--- src/rtl/ship_pkg.sv ---
`default_nettype none
// ============================================================================
// Module      : ship_pkg
// Description : Shared types and constants for the player-ship controller
//               and the ship-sprite decoder.
// Revision    : 1.0  initial release
// ============================================================================
package ship_pkg;

  // Ship lifecycle states
  typedef enum logic [1:0] {
    IDLE  = 2'd0,
    PLAY  = 2'd1,
    CRASH = 2'd2,
    OVER  = 2'd3
  } ship_state_t;

  // Effective button direction after resolving simultaneous presses
  typedef enum logic [1:0] {
    DIR_NONE = 2'd0,
    DIR_L    = 2'd1,
    DIR_R    = 2'd2
  } dir_t;

  // Position encoding shared with the sprite decoder
  localparam int POS_W      = 4;
  localparam int POS_MAX    = 12;
  localparam int POS_CENTER = 6;

endpackage : ship_pkg
`default_nettype wire

--- src/rtl/hold_repeat.sv ---
`default_nettype none
// ============================================================================
// Module      : hold_repeat
// Description : Resolves left/right button levels into a direction, detects
//               new presses and paces auto-repeat of a held button from the
//               game tick. Emits a one-cycle step pulse with its direction.
//               State is held cleared while disabled so that every entry into
//               play starts from a clean slate.
// Revision    : 1.0  initial release
// ============================================================================
module hold_repeat
  import ship_pkg::*;
#(
  parameter int REPEAT_TICKS = 4
) (
  input  logic       clk,
  input  logic       reset,       // active-low, synchronous
  input  logic       enable_i,    // high while the game is in play
  input  logic       tick_i,
  input  logic       btn_l_i,
  input  logic       btn_r_i,
  output logic       step_o,
  output logic [1:0] step_dir_o
);

  // Counter value on which the next tick completes a repeat interval
  localparam logic [3:0] REP_LAST = 4'(REPEAT_TICKS - 1);

  dir_t       dir_d;
  dir_t       prev_q;
  logic [3:0] cnt_q;
  logic [3:0] cnt_d;
  logic       new_press;
  logic       held_fire;

  // Direction decode: both buttons together cancel out
  always_comb begin
    dir_d = DIR_NONE;
    if (btn_l_i && !btn_r_i) begin
      dir_d = DIR_L;
    end else if (btn_r_i && !btn_l_i) begin
      dir_d = DIR_R;
    end
  end

  // Press classification and repeat-counter next state; a new press beats a coincident tick
  always_comb begin
    new_press = (dir_d != DIR_NONE) && (dir_d != prev_q);
    held_fire = (dir_d != DIR_NONE) && !new_press && tick_i && (cnt_q == REP_LAST);
    cnt_d     = cnt_q;
    if ((dir_d == DIR_NONE) || new_press || held_fire) begin
      cnt_d = 4'd0;
    end else if (tick_i) begin
      cnt_d = cnt_q + 4'd1;
    end
  end

  assign step_o     = enable_i && (new_press || held_fire);
  assign step_dir_o = dir_d;

  // Previous-direction and repeat-counter registers
  always_ff @(posedge clk) begin
    if (!reset || !enable_i) begin
      prev_q <= DIR_NONE;
      cnt_q  <= 4'd0;
    end else begin
      prev_q <= dir_d;
      cnt_q  <= cnt_d;
    end
  end

endmodule : hold_repeat
`default_nettype wire

--- src/rtl/ship_ctrl.sv ---
`default_nettype none
// ============================================================================
// Module      : ship_ctrl
// Description : Player-ship sequencer for the asteroid-avoider game. Owns the
//               IDLE/PLAY/CRASH/OVER lifecycle, the ship position register and
//               the crash blink. Button handling lives in hold_repeat.
//               Build option: define SHIP_WRAP_EN to make movement wrap at
//               the board edges instead of saturating.
// Revision    : 1.0  initial release
// ============================================================================
module ship_ctrl
  import ship_pkg::*;
#(
  parameter int NUM_POS      = POS_MAX + 1,
  parameter int CENTER_POS   = POS_CENTER,
  parameter int REPEAT_TICKS = 4,
  parameter int CRASH_TICKS  = 8
) (
  input  logic             clk,
  input  logic             reset,        // active-low, synchronous
  input  logic             tick,
  input  logic             btn_l,
  input  logic             btn_r,
  input  logic             start,
  input  logic             collision,
  output logic [POS_W-1:0] position,
  output logic             ship_visible,
  output logic             playing,
  output logic             game_over
);

  localparam logic [POS_W-1:0] POS_LAST   = POS_W'(NUM_POS - 1);
  localparam logic [POS_W-1:0] POS_HOME   = POS_W'(CENTER_POS);
  localparam logic [3:0]       CRASH_LAST = 4'(CRASH_TICKS - 1);

  ship_state_t      state_q;
  logic [POS_W-1:0] pos_q;
  logic [POS_W-1:0] pos_d;
  logic             visible_q;
  logic             playing_q;
  logic             over_q;
  logic [3:0]       crash_cnt_q;
  logic             step;
  logic [1:0]       step_dir;

  hold_repeat #(
    .REPEAT_TICKS (REPEAT_TICKS)
  ) u_hold_repeat (
    .clk        (clk),
    .reset      (reset),
    .enable_i   (state_q == PLAY),
    .tick_i     (tick),
    .btn_l_i    (btn_l),
    .btn_r_i    (btn_r),
    .step_o     (step),
    .step_dir_o (step_dir)
  );

  // One-step neighbour of the current position in the requested direction
  always_comb begin
    pos_d = pos_q;
    if (step_dir == DIR_L) begin
`ifdef SHIP_WRAP_EN
      pos_d = (pos_q == '0) ? POS_LAST : pos_q - 1'b1;
`else
      pos_d = (pos_q == '0) ? pos_q : pos_q - 1'b1;
`endif
    end else if (step_dir == DIR_R) begin
`ifdef SHIP_WRAP_EN
      pos_d = (pos_q == POS_LAST) ? '0 : pos_q + 1'b1;
`else
      pos_d = (pos_q == POS_LAST) ? pos_q : pos_q + 1'b1;
`endif
    end
  end

  // Lifecycle FSM with registered position, blink and status outputs
  always_ff @(posedge clk) begin
    if (!reset) begin
      state_q     <= IDLE;
      pos_q       <= POS_HOME;
      visible_q   <= 1'b1;
      playing_q   <= 1'b0;
      over_q      <= 1'b0;
      crash_cnt_q <= 4'd0;
    end else begin
      case (state_q)
        IDLE: begin
          pos_q <= POS_HOME;
          if (start) begin
            state_q   <= PLAY;
            playing_q <= 1'b1;
          end
        end
        PLAY: begin
          // A collision discards any move requested in the same cycle
          if (collision) begin
            state_q     <= CRASH;
            playing_q   <= 1'b0;
            crash_cnt_q <= 4'd0;
          end else if (step) begin
            pos_q <= pos_d;
          end
        end
        CRASH: begin
          if (tick) begin
            if (crash_cnt_q == CRASH_LAST) begin
              state_q     <= OVER;
              over_q      <= 1'b1;
              visible_q   <= 1'b1;
              crash_cnt_q <= 4'd0;
            end else begin
              crash_cnt_q <= crash_cnt_q + 4'd1;
              visible_q   <= ~visible_q;
            end
          end
        end
        OVER: begin
          if (start) begin
            state_q     <= PLAY;
            playing_q   <= 1'b1;
            over_q      <= 1'b0;
            pos_q       <= POS_HOME;
            visible_q   <= 1'b1;
            crash_cnt_q <= 4'd0;
          end
        end
      endcase
    end
  end

  assign position     = pos_q;
  assign ship_visible = visible_q;
  assign playing      = playing_q;
  assign game_over    = over_q;

endmodule : ship_ctrl
`default_nettype wire
--- config.mk ---
export PLATFORM = sky130hd
export DESIGN_NAME = ship_ctrl
export DESIGN_NICKNAME = d
export VERILOG_FILES = /design/src/rtl/ship_pkg.sv /design/src/rtl/hold_repeat.sv /design/src/rtl/ship_ctrl.sv
export SDC_FILE = /design/constraint.sdc
export NUM_CORES = 1
export LEC_CHECK = 0
export BUFFER_PORTS_ARGS = -buffer_cell sky130_fd_sc_hd__buf_2
export CAP_MARGIN = 10
export CORE_ASPECT_RATIO = 1.4
export CORE_MARGIN = 10
export CORE_UTILIZATION = 50
export DETAILED_ROUTE_END_ITERATION = 12
export GPL_ROUTABILITY_DRIVEN = 0
export PLACE_DENSITY = 0.73
export RECOVER_POWER = 50
export SYNTH_ARGS = -nofsm -noshare
export SYNTH_HDL_FRONTEND = slang
export SYNTH_SLANG_ARGS = --single-unit
export TNS_END_PERCENT = 5
--- constraint.sdc ---
create_clock -name clk -period 5.29 [get_ports clk]
set_input_delay 1.058 -clock clk [delete_from_list [all_inputs] [get_ports clk]]
set_output_delay 1.058 -clock clk [all_outputs]
set_load 0.005 [all_outputs]
## After elaboration in Yosys (flattened, before gate mapping)

Cells that the tools add are included.

| operators by class | value |
|---|---|
| $add $sub $neg | 4 |
| eq/ne operators | 19 |
| mux-type cells | 30 |
| bitwise operators | 1 |
| reductions and logical operators | 32 |

Operators by type and width:

| operator | count |
|---|---|
| $mux W4 | 11 |
| $pmux W4 S3 | 2 |
| $add A4 B1 Y4 const B | 3 |
| $mux W2 | 6 |
| $ne A2 B2 Y1 const B | 6 |
| $reduce_and A4 Y1 | 3 |
| $ne A3 B3 Y1 const B | 3 |
| $logic_and A1 B1 Y1 | 7 |
| $mux W1 | 7 |
| $reduce_and A7 Y1 | 1 |
| $eq A2 B2 Y1 const B | 3 |
| $pmux W1 S2 | 3 |
| $pmux W2 S3 | 1 |
| $reduce_and A3 Y1 | 2 |
| $reduce_bool A2 Y1 | 3 |
| $reduce_bool A3 Y1 | 2 |
| $logic_not A1 Y1 | 5 |
| $eq A2 B1 Y1 const B | 2 |
| $eq A4 B2 Y1 const B | 1 |
| $eq A4 B3 Y1 const B | 1 |
| $eq A4 B4 Y1 const B | 1 |
| $logic_not A2 Y1 | 2 |
| $logic_not A4 Y1 | 1 |
| $logic_or A1 B1 Y1 | 4 |
| other kinds (5) | 6 |

| storage, ports and cells | value |
|---|---|
| register bits after elaboration | 19 |

## Longest topological paths before layout

Gate-level depths: netlist of the first run.

| logic depth | value |
|---|---|
| word-level depth | 15 |
| gate-level depth with buffers | 8 |

## Hierarchy

From an unflattened synthesis of the first run, not the netlist that was laid out.

| unflattened totals | value |
|---|---|
| cell total of the unflattened synthesis | 131 |
| area total of the unflattened synthesis | 1257.5 sq um |

Modules (own cells, without submodules):

| module | instances | cells each | area an instance (sq um) |
|---|---|---|---|
| ship_ctrl | 1 | 101 | 957.2 |
| hold_repeat | 1 | 30 | 300.3 |

## Worst setup path after synthesis of the first run

OpenSTA, ideal clock, no wires.

| path | value |
|---|---|
| kind | input-to-reg |
| start point | input port btn_r |
| end point | register pos_q[3], in the netlist position[3] |
| library setup time | 0.120 ns |
| arrival time | 2.655 ns |
| required time | 5.170 ns |
| path slack | 2.515 ns |
| stages | 7 |
| buffers on the path | 0 |
| cell sequence | inv_1 > ha_1 > ha_1 > and3_1 > or3_1 > and4b_1 > a211o_1 |

| on the way | value |
|---|---|
| cells in the longest elaborated chain, start to end | 13 |

RTL lines:

| what | line | RTL |
|---|---|---|
| start: declaration | ship_ctrl.sv:23 | `input logic btn_r,` |
| $logic_not A1 Y1 * | hold_repeat.sv:39 | `if (btn_l_i && !btn_r_i) begin` |
| $logic_and A1 B1 Y1 * | hold_repeat.sv:39 |  |
| $mux W2 * | hold_repeat.sv:39 |  |
| net step_dir[0] | ship_ctrl.sv:44 | `logic [1:0] step_dir;` |
| $ne A2 B2 Y1 / $reduce_bool A2 Y1 (equally long branches) | hold_repeat.sv:48, hold_repeat.sv:49 |  |
| $logic_and A1 B1 Y1 | hold_repeat.sv:48 | `new_press = (dir_d != DIR_NONE) && (dir_d != prev_q);` |
| $logic_not A1 Y1 | hold_repeat.sv:49 | `held_fire = (dir_d != DIR_NONE) && !new_press && tick_i && (cnt_q == REP_LAST);` |
| $logic_and A1 B1 Y1 (3 in series) | hold_repeat.sv:49 |  |
| $logic_or A1 B1 Y1 | hold_repeat.sv:58 | `assign step_o = enable_i && (new_press \|\| held_fire);` |
| $logic_and A1 B1 Y1 | hold_repeat.sv:58 |  |
| $ne A2 B2 Y1 (no line) | - |  |
| $reduce_and A7 Y1 (no line) | - |  |
| end signal: assignment | ship_ctrl.sv:102 | `pos_q <= pos_d;` |
| end: declaration | ship_ctrl.sv:37 | `logic [POS_W-1:0] pos_q;` |

Mark *: on every way through the listed nets, which the timed path passes. The rest lies on a longest branch. The select of a mux whose other input is x is not followed.
A chain may end at the register's enable or synchronous reset.

## Worst setup path after layout of the first run

Same ends and word-level chain as after synthesis.

==> qor.yml, run 1 <==
power:
  clkPwrFrac_pct: 16.3
  combinationalPowerShare_pct: 42.9
  swShare_pct: 39.2
  p_int_mw: 0.276
  p_switching_mw: 0.178
  finalPower_mw: 0.454
  p_seq_share_pct: 40.8
  max-vdd-ir-drop_uv: 232
  p_per_area_mw_per_mm2: 376
  p_leak_nw: 0.500
worst_setup_path:
  rr_worst_depth: 6
  cp.arrival_ns: 2.88
  critPathKind: "input port to register"
  startpoint_type: "input port"
  cp.required_ns: 5.49
  cp_max_fo: 9
  cp-end-kind: "register"
clock_tree:
  cts.sinks: 19
  hold_buffers: 0
  clock_latency_ns: 0.29
  cts_tree: "built"
  cts_max_level: 1
  cts_resized: 0
  postCtsSetupBuffers: 0
  clk_pin_slew_ns: 0.11
  max-clock-path-buffers: 2
  cts_buffers: 3
  clock_tree.root_cell: "clkbuf_4"
floorplanning:
  start_util_pct: 52.2
  ioPinCount: 14
  rows: 20
  core_mm2: 0.00215
  die_w_um: 60.0
  die_area_mm2: 0.00457
  die-height_um: 76.1
cells_and_area:
  final_nets: 161
  fin_util_pct: 56.0
  drive_gt1_share_pct: 6.38
  syn_to_final_growth_pct: 7.36
  diodes: 0
global_routing:
  overflow: 0
  grtUsageTotal_pct: 10.1
  grt_pass1_wl_um: 3880
  grt_pass1_vias: 952
  grt_max_degree: 15
  antenna_found_initial: 0
timing:
  worst_pin_slew_ns: 0.998
  fin_ws_ns: 2.61
  hold_viol: 0
  period_needed_ns: 2.68
  fmax_mhz: 373
  setup_viol: 0
  timing.final.crit_share_pct: 50.7
  final_max_slew_viol_count: 0
  rsz0062_at_grt: "false"
  fin_setup_tns_ns: 0
  max_slew_margin_pct: 31.7
  clock-skew-final_ns: 0.00290
drt:
  via_per_inst: 5.71
  drc: 0
  dr.pass1.iters: 4
  ant_nets: 0
  num_vias: 931
  finalWirelength_um: 2150
  drtIter0Drc: 7
  wl_per_cell_um: 13.2
logic_synthesis:
  yosys.area.top_type: "dfxtp_1"
  synth_area_mm2: 0.00112
  ys_seq_area_share_pct: 33.9
  synthCells: 127
  synthTopCellsByCount: "19 x dfxtp_1, 11 x ha_1, 11 x nand2_1"
  synth_cell_types: 39
  async_reset_ff_share_pct: 0
  yosysTopAreaCellShare_pct: 33.9
  synth_fp_nets: 146
  yosys_register_bits: 19
  synth_area_leaders: "dfxtp_1 34%, ha_1 12%, nand2_1 3.7%"
  synth_ff_type: "dfxtp_1"
  postSynthAreaPerCell_um2: 8.84
  synth.most_common_cell: "dfxtp_1"
  synth-edff-count: 0
  ys_warn_count: 0
place:
  portBuffers: 13
  dpl_worst_slack_ns: 2.29
  dp.final_hpwl_um: 1740
outcome:
  outcome: "completed"
worst_hold_path:
  hold_path.class: "register to register"
  hold_depth: 2
run:
  drv_cap: 0
## power by group through the flow
stage	Combinational, mW	Clock [mW]	Sequential (mW)
after floorplan	0.161	0	0.186
after global placement	0.196	0	0.187
after detailed placement	0.202	0	0.189
after CTS	0.204	0.0776	0.185
after global routing	0.224	0.0837	0.189
final	0.195	0.0741	0.185
## registers in the layout (all words and copies together) (netlist names)
register,count
u_hold_repeat.prev_q,2
position,4
ship_visible,1
u_hold_repeat.cnt_q,4
crash_cnt_q,4
game_over,1
playing,1
state_q,2
## metal layers
| metal | GRT usage (%) | share of wire, % | vias to the layer above |
|---|---|---|---|
| met3 | 4.17 | 5.4 | 0 |
| li1 | - | - | 476 |
| met5 | 0 | 0 | - |
| met4 | 2.93 | 0 | 0 |
| met2 | 17.9 | 53 | 10 |
| met1 | 10.2 | 41 | 445 |
## cell usage in the layout (no fill, tap or decap), drive strengths merged, types with 3 or more instances in the layout
| cell | n |
|---|---|
| ha | 11 |
| a21oi | 7 |
| xnor2 | 3 |
| nor2 | 9 |
| nand3 | 4 |
| nand2 | 11 |
| and3 | 5 |
| nor2b | 5 |
| inv | 8 |
| xor2 | 3 |
| buf | 6 |
| dfxtp | 19 |
| clkbuf | 11 |
| o21ai | 5 |
| a311oi | 3 |
| or3 | 4 |
| nor3 | 3 |
## final cells by class
type / count / area (um2)
Tap cell: 22 / 27.5
Fill cell: 208 / 947
Clock buffer: 4 / 26.3
Timing Repair Buffer: 13 / 56.3
Multi-Input combinational cell: 97 / 684
Sequential cell: 19 / 380
Inverter: 8 / 30.0
## critical path, cell delays in order
cell	delay, ns
clkbuf_1	0.10
inv_1	0.05
ha_1	0.27
ha_1	0.35
and3_1	0.20
or3_1	0.36
and4b_1	0.21
a211o_1	0.28
## stage by stage
step / cells / instance area (um2) / hold WS (ns)
floorplan: 127 / 1120 / 0.449
global placement: 159 / 1190 / 0.463
detailed placement: 159 / 1190 / 0.472
CTS: 163 / 1220 / 0.488
global route: 163 / 1200 / 0.519
finish: 163 / 1200 / 0.484
## worst paths after layout
path / start / to / slack [ns]
worst max register to register: state_q[1]$_SDFFE_PN0P_ / crash_cnt_q[3]$_SDFFE_PN0P_ / 2.98
worst min register to register: crash_cnt_q[1]$_SDFFE_PN0P_ / crash_cnt_q[1]$_SDFFE_PN0P_ / 0.48
worst min-delay path: crash_cnt_q[1]$_SDFFE_PN0P_ / crash_cnt_q[1]$_SDFFE_PN0P_ / 0.48
worst max-delay path: btn_r / position[3]$_SDFFE_PN0P_ / 2.61
## logic make-up after synthesis
family / count (synthesis) / synth area share (%)
buffers and inverters: 11 / 4.46
AND/OR/NAND/NOR: 52 / 25.8
multiplexers: 4 / 3.79
flip-flops: 19 / 33.9
XOR/XNOR: 6 / 4.68
AO/OA/AOI/OAI: 23 / 13.4
adder cells (fa/ha/maj): 12 / 14.0
(Power assumes the default switching activity.)
==> run 2, diff against run 1 <==
--- a/config.mk
+++ b/config.mk
@@ -12,7 +12,7 @@
 export CORE_UTILIZATION = 50
 export DETAILED_ROUTE_END_ITERATION = 12
 export GPL_ROUTABILITY_DRIVEN = 0
-export PLACE_DENSITY = 0.73
+export PLACE_DENSITY = 0.76
 export RECOVER_POWER = 50
 export SYNTH_ARGS = -nofsm -noshare
 export SYNTH_HDL_FRONTEND = slang
==> constraint.sdc (replaced) <==
create_clock -name clk -period 2.2 [get_ports clk]
set_input_delay 0.44 -clock clk [delete_from_list [all_inputs] [get_ports clk]]
set_output_delay 0.44 -clock clk [all_outputs]
set_load 0.005 [all_outputs]
==> run 2 against run 1 <==
  * Sequential power rose by 140%
  * Flip-flop and latch count did not move
  * Register-to-register slack got worse by 2.9 ns
  * Die area did not move
  * Critical path type is now register to register
  * Largest power group unchanged
==> qor.yml, run 2 (synthesized netlist as in run 1, its figures left out) <==
worst_setup_path:
  cp.arrival_ns: 2.36
  cp.required_ns: 2.45
  worstReg2RegEnd: "crash_cnt_q[2]$_SDFFE_PN0P_"
  r2r_slack_ns: 0.1
  cp-end-kind: "register"
  reg2reg_from: "state_q[0]$_SDFFE_PN0P_"
  startpoint_type: "register"
  critPathKind: "register to register"
  crit_end: "crash_cnt_q[2]$_SDFFE_PN0P_"
  cp_max_fo: 6
  critPathLaunch: "state_q[0]$_SDFFE_PN0P_"
  rr_worst_depth: 7
cells_and_area:
  layout_common_cells: "19 x dfxtp_1, 11 x nand2_1, 11 x ha_1, 9 x nor2_1"
  mostFrequentLayoutCell: "dfxtp_1"
  final_area_mm2: 0.00127
  fin_util_pct: 59.1
  drive_gt1_share_pct: 13.4
  syn_to_final_growth_pct: 13.4
  final_nets: 169
  num-fill-cells: 209
  diodes: 0
drt:
  drc: 0
  ant_nets: 0
  wl_per_cell_um: 13.8
  num_vias: 980
  finalWirelength_um: 2370
  drtIter0Drc: 15
  via_per_inst: 5.73
  dr.pass1.iters: 4
clock_tree:
  clock_latency_ns: 0.31
  cts_max_level: 1
  clk_pin_slew_ns: 0.11
  clock_tree.root_cell: "clkbuf_4"
  postCtsSetupBuffers: 0
  max-clock-path-buffers: 2
  cts_resized: 0
  hold_buffers: 0
  cts_tree: "built"
  cts_buffers: 3
  cts.sinks: 19
timing:
  worst_pin_slew_ns: 0.609
  hold_ws_ns: 0.430
  final_max_slew_viol_count: 0
  setup_viol: 0
  fin_ws_ns: 0.0974
  rsz0062_at_grt: "false"
  period_needed_ns: 2.10
  max_slew_margin_pct: 58.8
  hold_viol: 0
  clock-skew-final_ns: 0.00123
  timing.final.crit_share_pct: 95.6
  fmax_mhz: 476
place:
  place_area_mm2: 0.00125
  portBuffers: 13
  dp.final_hpwl_um: 1880
  dpl_worst_slack_ns: -0.0500
power:
  clkPwrFrac_pct: 15.5
  max-vdd-ir-drop_uv: 409
  p_int_mw: 0.721
  swShare_pct: 39.0
  p_seq_share_pct: 37.9
  p_leak_nw: 0.544
  p_per_area_mw_per_mm2: 928
  p_switching_mw: 0.460
  finalPower_mw: 1.18
  combinationalPowerShare_pct: 46.6
outcome:
  outcome: "completed"
run:
  drv_cap: 0
floorplanning:
  die_area_mm2: 0.00457
  rows: 20
  die_w_um: 60.0
  start_util_pct: 52.2
  die-height_um: 76.1
  ioPinCount: 14
  core_mm2: 0.00215
global_routing:
  grt_pass1_wl_um: 4110
  overflow: 0
  antenna_found_initial: 0
  grt_pass1_vias: 985
  grtUsageTotal_pct: 11.0
  grt_max_degree: 15
worst_hold_path:
  hold_path.class: "input port to register"
run 2: power groups by stage:
stage                     clock network, mW  logic, mW  registers [mW]
after global placement                    0      0.540           0.450
final                                 0.183      0.550           0.448
after CTS                             0.192      0.564           0.448
after detailed placement                  0      0.560           0.454
after global routing                  0.208      0.623           0.455
after floorplan                           0      0.388           0.448
run 2: routing by layer:
| layer | wire length, um | global-route usage [%] | part of all wire, % | vias up |
|---|---|---|---|---|
| li1 | - | - | - | 494 |
| met1 | 1010 | 11.8 | 43 | 461 |
| met2 | 1210 | 18.3 | 51 | 20 |
| met3 | 88 | 3.00 | 3.7 | 5 |
| met4 | 61 | 6.08 | 2.6 | 0 |
| met5 | 0 | 0 | 0 | - |
run 2: area by class of cell:
type / count / area [um2] / area share (%)
Clock buffer: 3 / 22.5 / 1.77
Clock inverter: 1 / 5.00 / 0.393
Inverter: 8 / 30.0 / 2.36
Multi-Input combinational cell: 97 / 692 / 54.4
Sequential cell: 19 / 380 / 29.9
Tap cell: 22 / 27.5 / 2.16
Timing Repair Buffer: 21 / 115 / 9.05
run 2: worst min-delay path by stage:
stage	start	to	slack (ns)	cells past startpoint
6_report	reset	ship_visible$_SDFFE_PN1P_	0.43	2
4_1_cts	reset	ship_visible$_SDFFE_PN1P_	0.41	2
5_1_grt	reset	ship_visible$_SDFFE_PN1P_	0.44	2
3_5_place_dp	playing$_SDFFE_PN0P_	playing$_SDFFE_PN0P_	0.47	2
2_1_floorplan	crash_cnt_q[1]$_SDFFE_PN0P_	crash_cnt_q[1]$_SDFFE_PN0P_	0.45	2
3_3_place_gp	playing$_SDFFE_PN0P_	playing$_SDFFE_PN0P_	0.46	2
run 2: critical path, cell delays in order, from the launching register on:
cell,delay [ns]
dfxtp_1,0.43
inv_1,0.08
ha_1,0.21
nor2b_1,0.15
or4_1,0.52
buf_4,0.18
or3_1,0.33
a21oi_1,0.13
run 2: through the flow:
stage | instances | TNS, ns
after floorplan | 127 | 0
after global placement | 167 | -0.00237
after detailed placement | 167 | -0.0500
after CTS | 171 | 0
after global routing | 171 | 0
final | 171 | 0
==> run 3, diff against run 2 <==
--- a/config.mk
+++ b/config.mk
@@ -7,7 +7,6 @@
 export LEC_CHECK = 0
 export BUFFER_PORTS_ARGS = -buffer_cell sky130_fd_sc_hd__buf_2
 export CAP_MARGIN = 10
-export CORE_ASPECT_RATIO = 1.4
 export CORE_MARGIN = 10
 export CORE_UTILIZATION = 50
 export DETAILED_ROUTE_END_ITERATION = 12
==> run 3 against run 2 <==
  * Fmax is 2.3% higher
  * Flip-flop and latch count stayed put
  * Via count is 1.1% lower
  * Final area is 0.29% higher
  * Non-clock buffer count stayed put
  * Sequential power hardly changed
  * Global-route usage is 0.084 points higher
  * Die area is 0.59% lower
  * Wire length is 2.9% lower
  * Largest cell class unchanged
  * Combinational power is 1% higher
  * Hold slack better by 0.017 ns
  * Register-to-register slack better by 0.05 ns
==> qor.yml, run 3 (synthesized netlist as in run 1, its figures left out) <==
worst_setup_path:
  cp_max_fo: 6
  cp-end-kind: "register"
  cp.required_ns: 2.44
  cp.arrival_ns: 2.29
  critPathKind: "register to register"
  startpoint_type: "register"
global_routing:
  overflow: 0
  antenna_found_initial: 0
  grt_max_degree: 15
  grt_pass1_wl_um: 3980
  grtUsageTotal_pct: 11.1
  grt_pass1_vias: 916
floorplanning:
  die-height_um: 67.4
  rows: 17
  start_util_pct: 51.7
  die_w_um: 67.4
  die_area_mm2: 0.00454
  ioPinCount: 14
  core_mm2: 0.00217
power:
  max-vdd-ir-drop_uv: 515
  clkPwrFrac_pct: 14.9
  combinationalPowerShare_pct: 47.1
  p_per_area_mw_per_mm2: 924
  p_int_mw: 0.730
  swShare_pct: 38.1
  p_switching_mw: 0.450
  p_seq_share_pct: 38.0
  p_leak_nw: 0.542
  finalPower_mw: 1.18
cells_and_area:
  multiInputGateArea_um2: 696
  num-fill-cells: 226
  syn_to_final_growth_pct: 13.7
  layout_common_cells: "19 x dfxtp_1, 11 x nand2_1, 11 x ha_1, 9 x nor2_1"
  final_nets: 169
  final-seq-area_um2: 380
  final_area_mm2: 0.00128
  mostFrequentLayoutCell: "dfxtp_1"
  instances_no_fill: 177
  drive_gt1_share_pct: 12.8
  diodes: 0
timing:
  fmax_mhz: 487
  final_max_slew_viol_count: 0
  clock-skew-final_ns: 0.00805
  fin_ws_ns: 0.146
  rsz0062_at_grt: "false"
  period_needed_ns: 2.05
  hold_viol: 0
  max_slew_margin_pct: 60.9
  setup_viol: 0
  timing.final.crit_share_pct: 93.4
  worst_pin_slew_ns: 0.577
drt:
  num_vias: 969
  via_per_inst: 5.47
  finalWirelength_um: 2300
  ant_nets: 0
  drc: 0
  wl_met2_um: 1140
  top_layer_used: "met4"
  wl_met3_um: 119
  wl_per_cell_um: 13.0
  drtIter0Drc: 57
  dr.pass1.iters: 4
  wl_met1_um: 1020
clock_tree:
  cts_resized: 0
  max-clock-path-buffers: 2
  hold_buffers: 0
  cts_tree: "built"
  clock_latency_ns: 0.30
  cts_buffers: 3
  postCtsSetupBuffers: 0
  cts_max_level: 1
  clk_pin_slew_ns: 0.11
  clock_tree.root_cell: "clkbuf_4"
  cts.sinks: 19
worst_hold_path:
  hold_path.class: "input port to register"
run:
  drv_cap: 0
place:
  dpl_worst_slack_ns: -0.0497
  dp.final_hpwl_um: 1870
  portBuffers: 13
  place_inst: 173
  place_area_mm2: 0.00126
outcome:
  outcome: "completed"
==> run 3: changes by cell type in the layout (fill, tap and decap cells not counted) <==
cell and delta:
buf_4 -2, clkbuf_1 +2, or4_1 -1, or4_4 +1
==> run 3: cell type report <==
cell class / count / area share (%)
clock buffers: 3 / 1.76
clock inverters: 1 / 0.392
inverters: 8 / 2.35
multi-input cells: 97 / 54.5
flip-flops and latches: 19 / 29.8
well taps: 28 / 2.75
repair buffers: 21 / 8.43
==> run 3: power groups by stage <==
stage                     sequential (mW)  clock, mW  combinational (mW)
after floorplan                     0.448          0               0.388
after global placement              0.452          0               0.542
after detailed placement            0.455          0               0.564
after CTS                           0.447      0.184               0.568
after global routing                0.454      0.200               0.645
final                               0.448      0.175               0.556
==> run 3: through the flow <==
stage          utilization, %  setup TNS, ns  hold slack (ns)
2_1_floorplan               -              0            0.449
3_3_place_gp             58.2              0            0.459
3_5_place_dp             58.2        -0.0497            0.470
4_1_cts                  59.5              0            0.439
5_1_grt                  58.8              0            0.465
6_report                 58.8              0            0.447
==> run 3: per-layer routing <==
layer  up-vias  global-route usage (%)
li1        494                       -
met1       460                    13.1
met2        13                    18.0
met3         2                    3.64
met4         0                    4.62
met5         -                       0
==> run 3: final timing paths <==
path	from	end	slack [ns]	cells past startpoint
min	reset	ship_visible$_SDFFE_PN1P_	0.45	2
max reg2reg	state_q[0]$_SDFFE_PN0P_	crash_cnt_q[3]$_SDFFE_PN0P_	0.15	6
min reg2reg	crash_cnt_q[1]$_SDFFE_PN0P_	crash_cnt_q[1]$_SDFFE_PN0P_	0.49	2
max	state_q[0]$_SDFFE_PN0P_	crash_cnt_q[3]$_SDFFE_PN0P_	0.15	6
==> run 3: worst max-delay path, stage by stage, from the launching register on <==
cell,delay (ns)
dfxtp_1,0.41
inv_1,0.09
ha_1,0.21
nor2b_1,0.15
or4_4,0.52
or4_1,0.48
a21oi_1,0.14
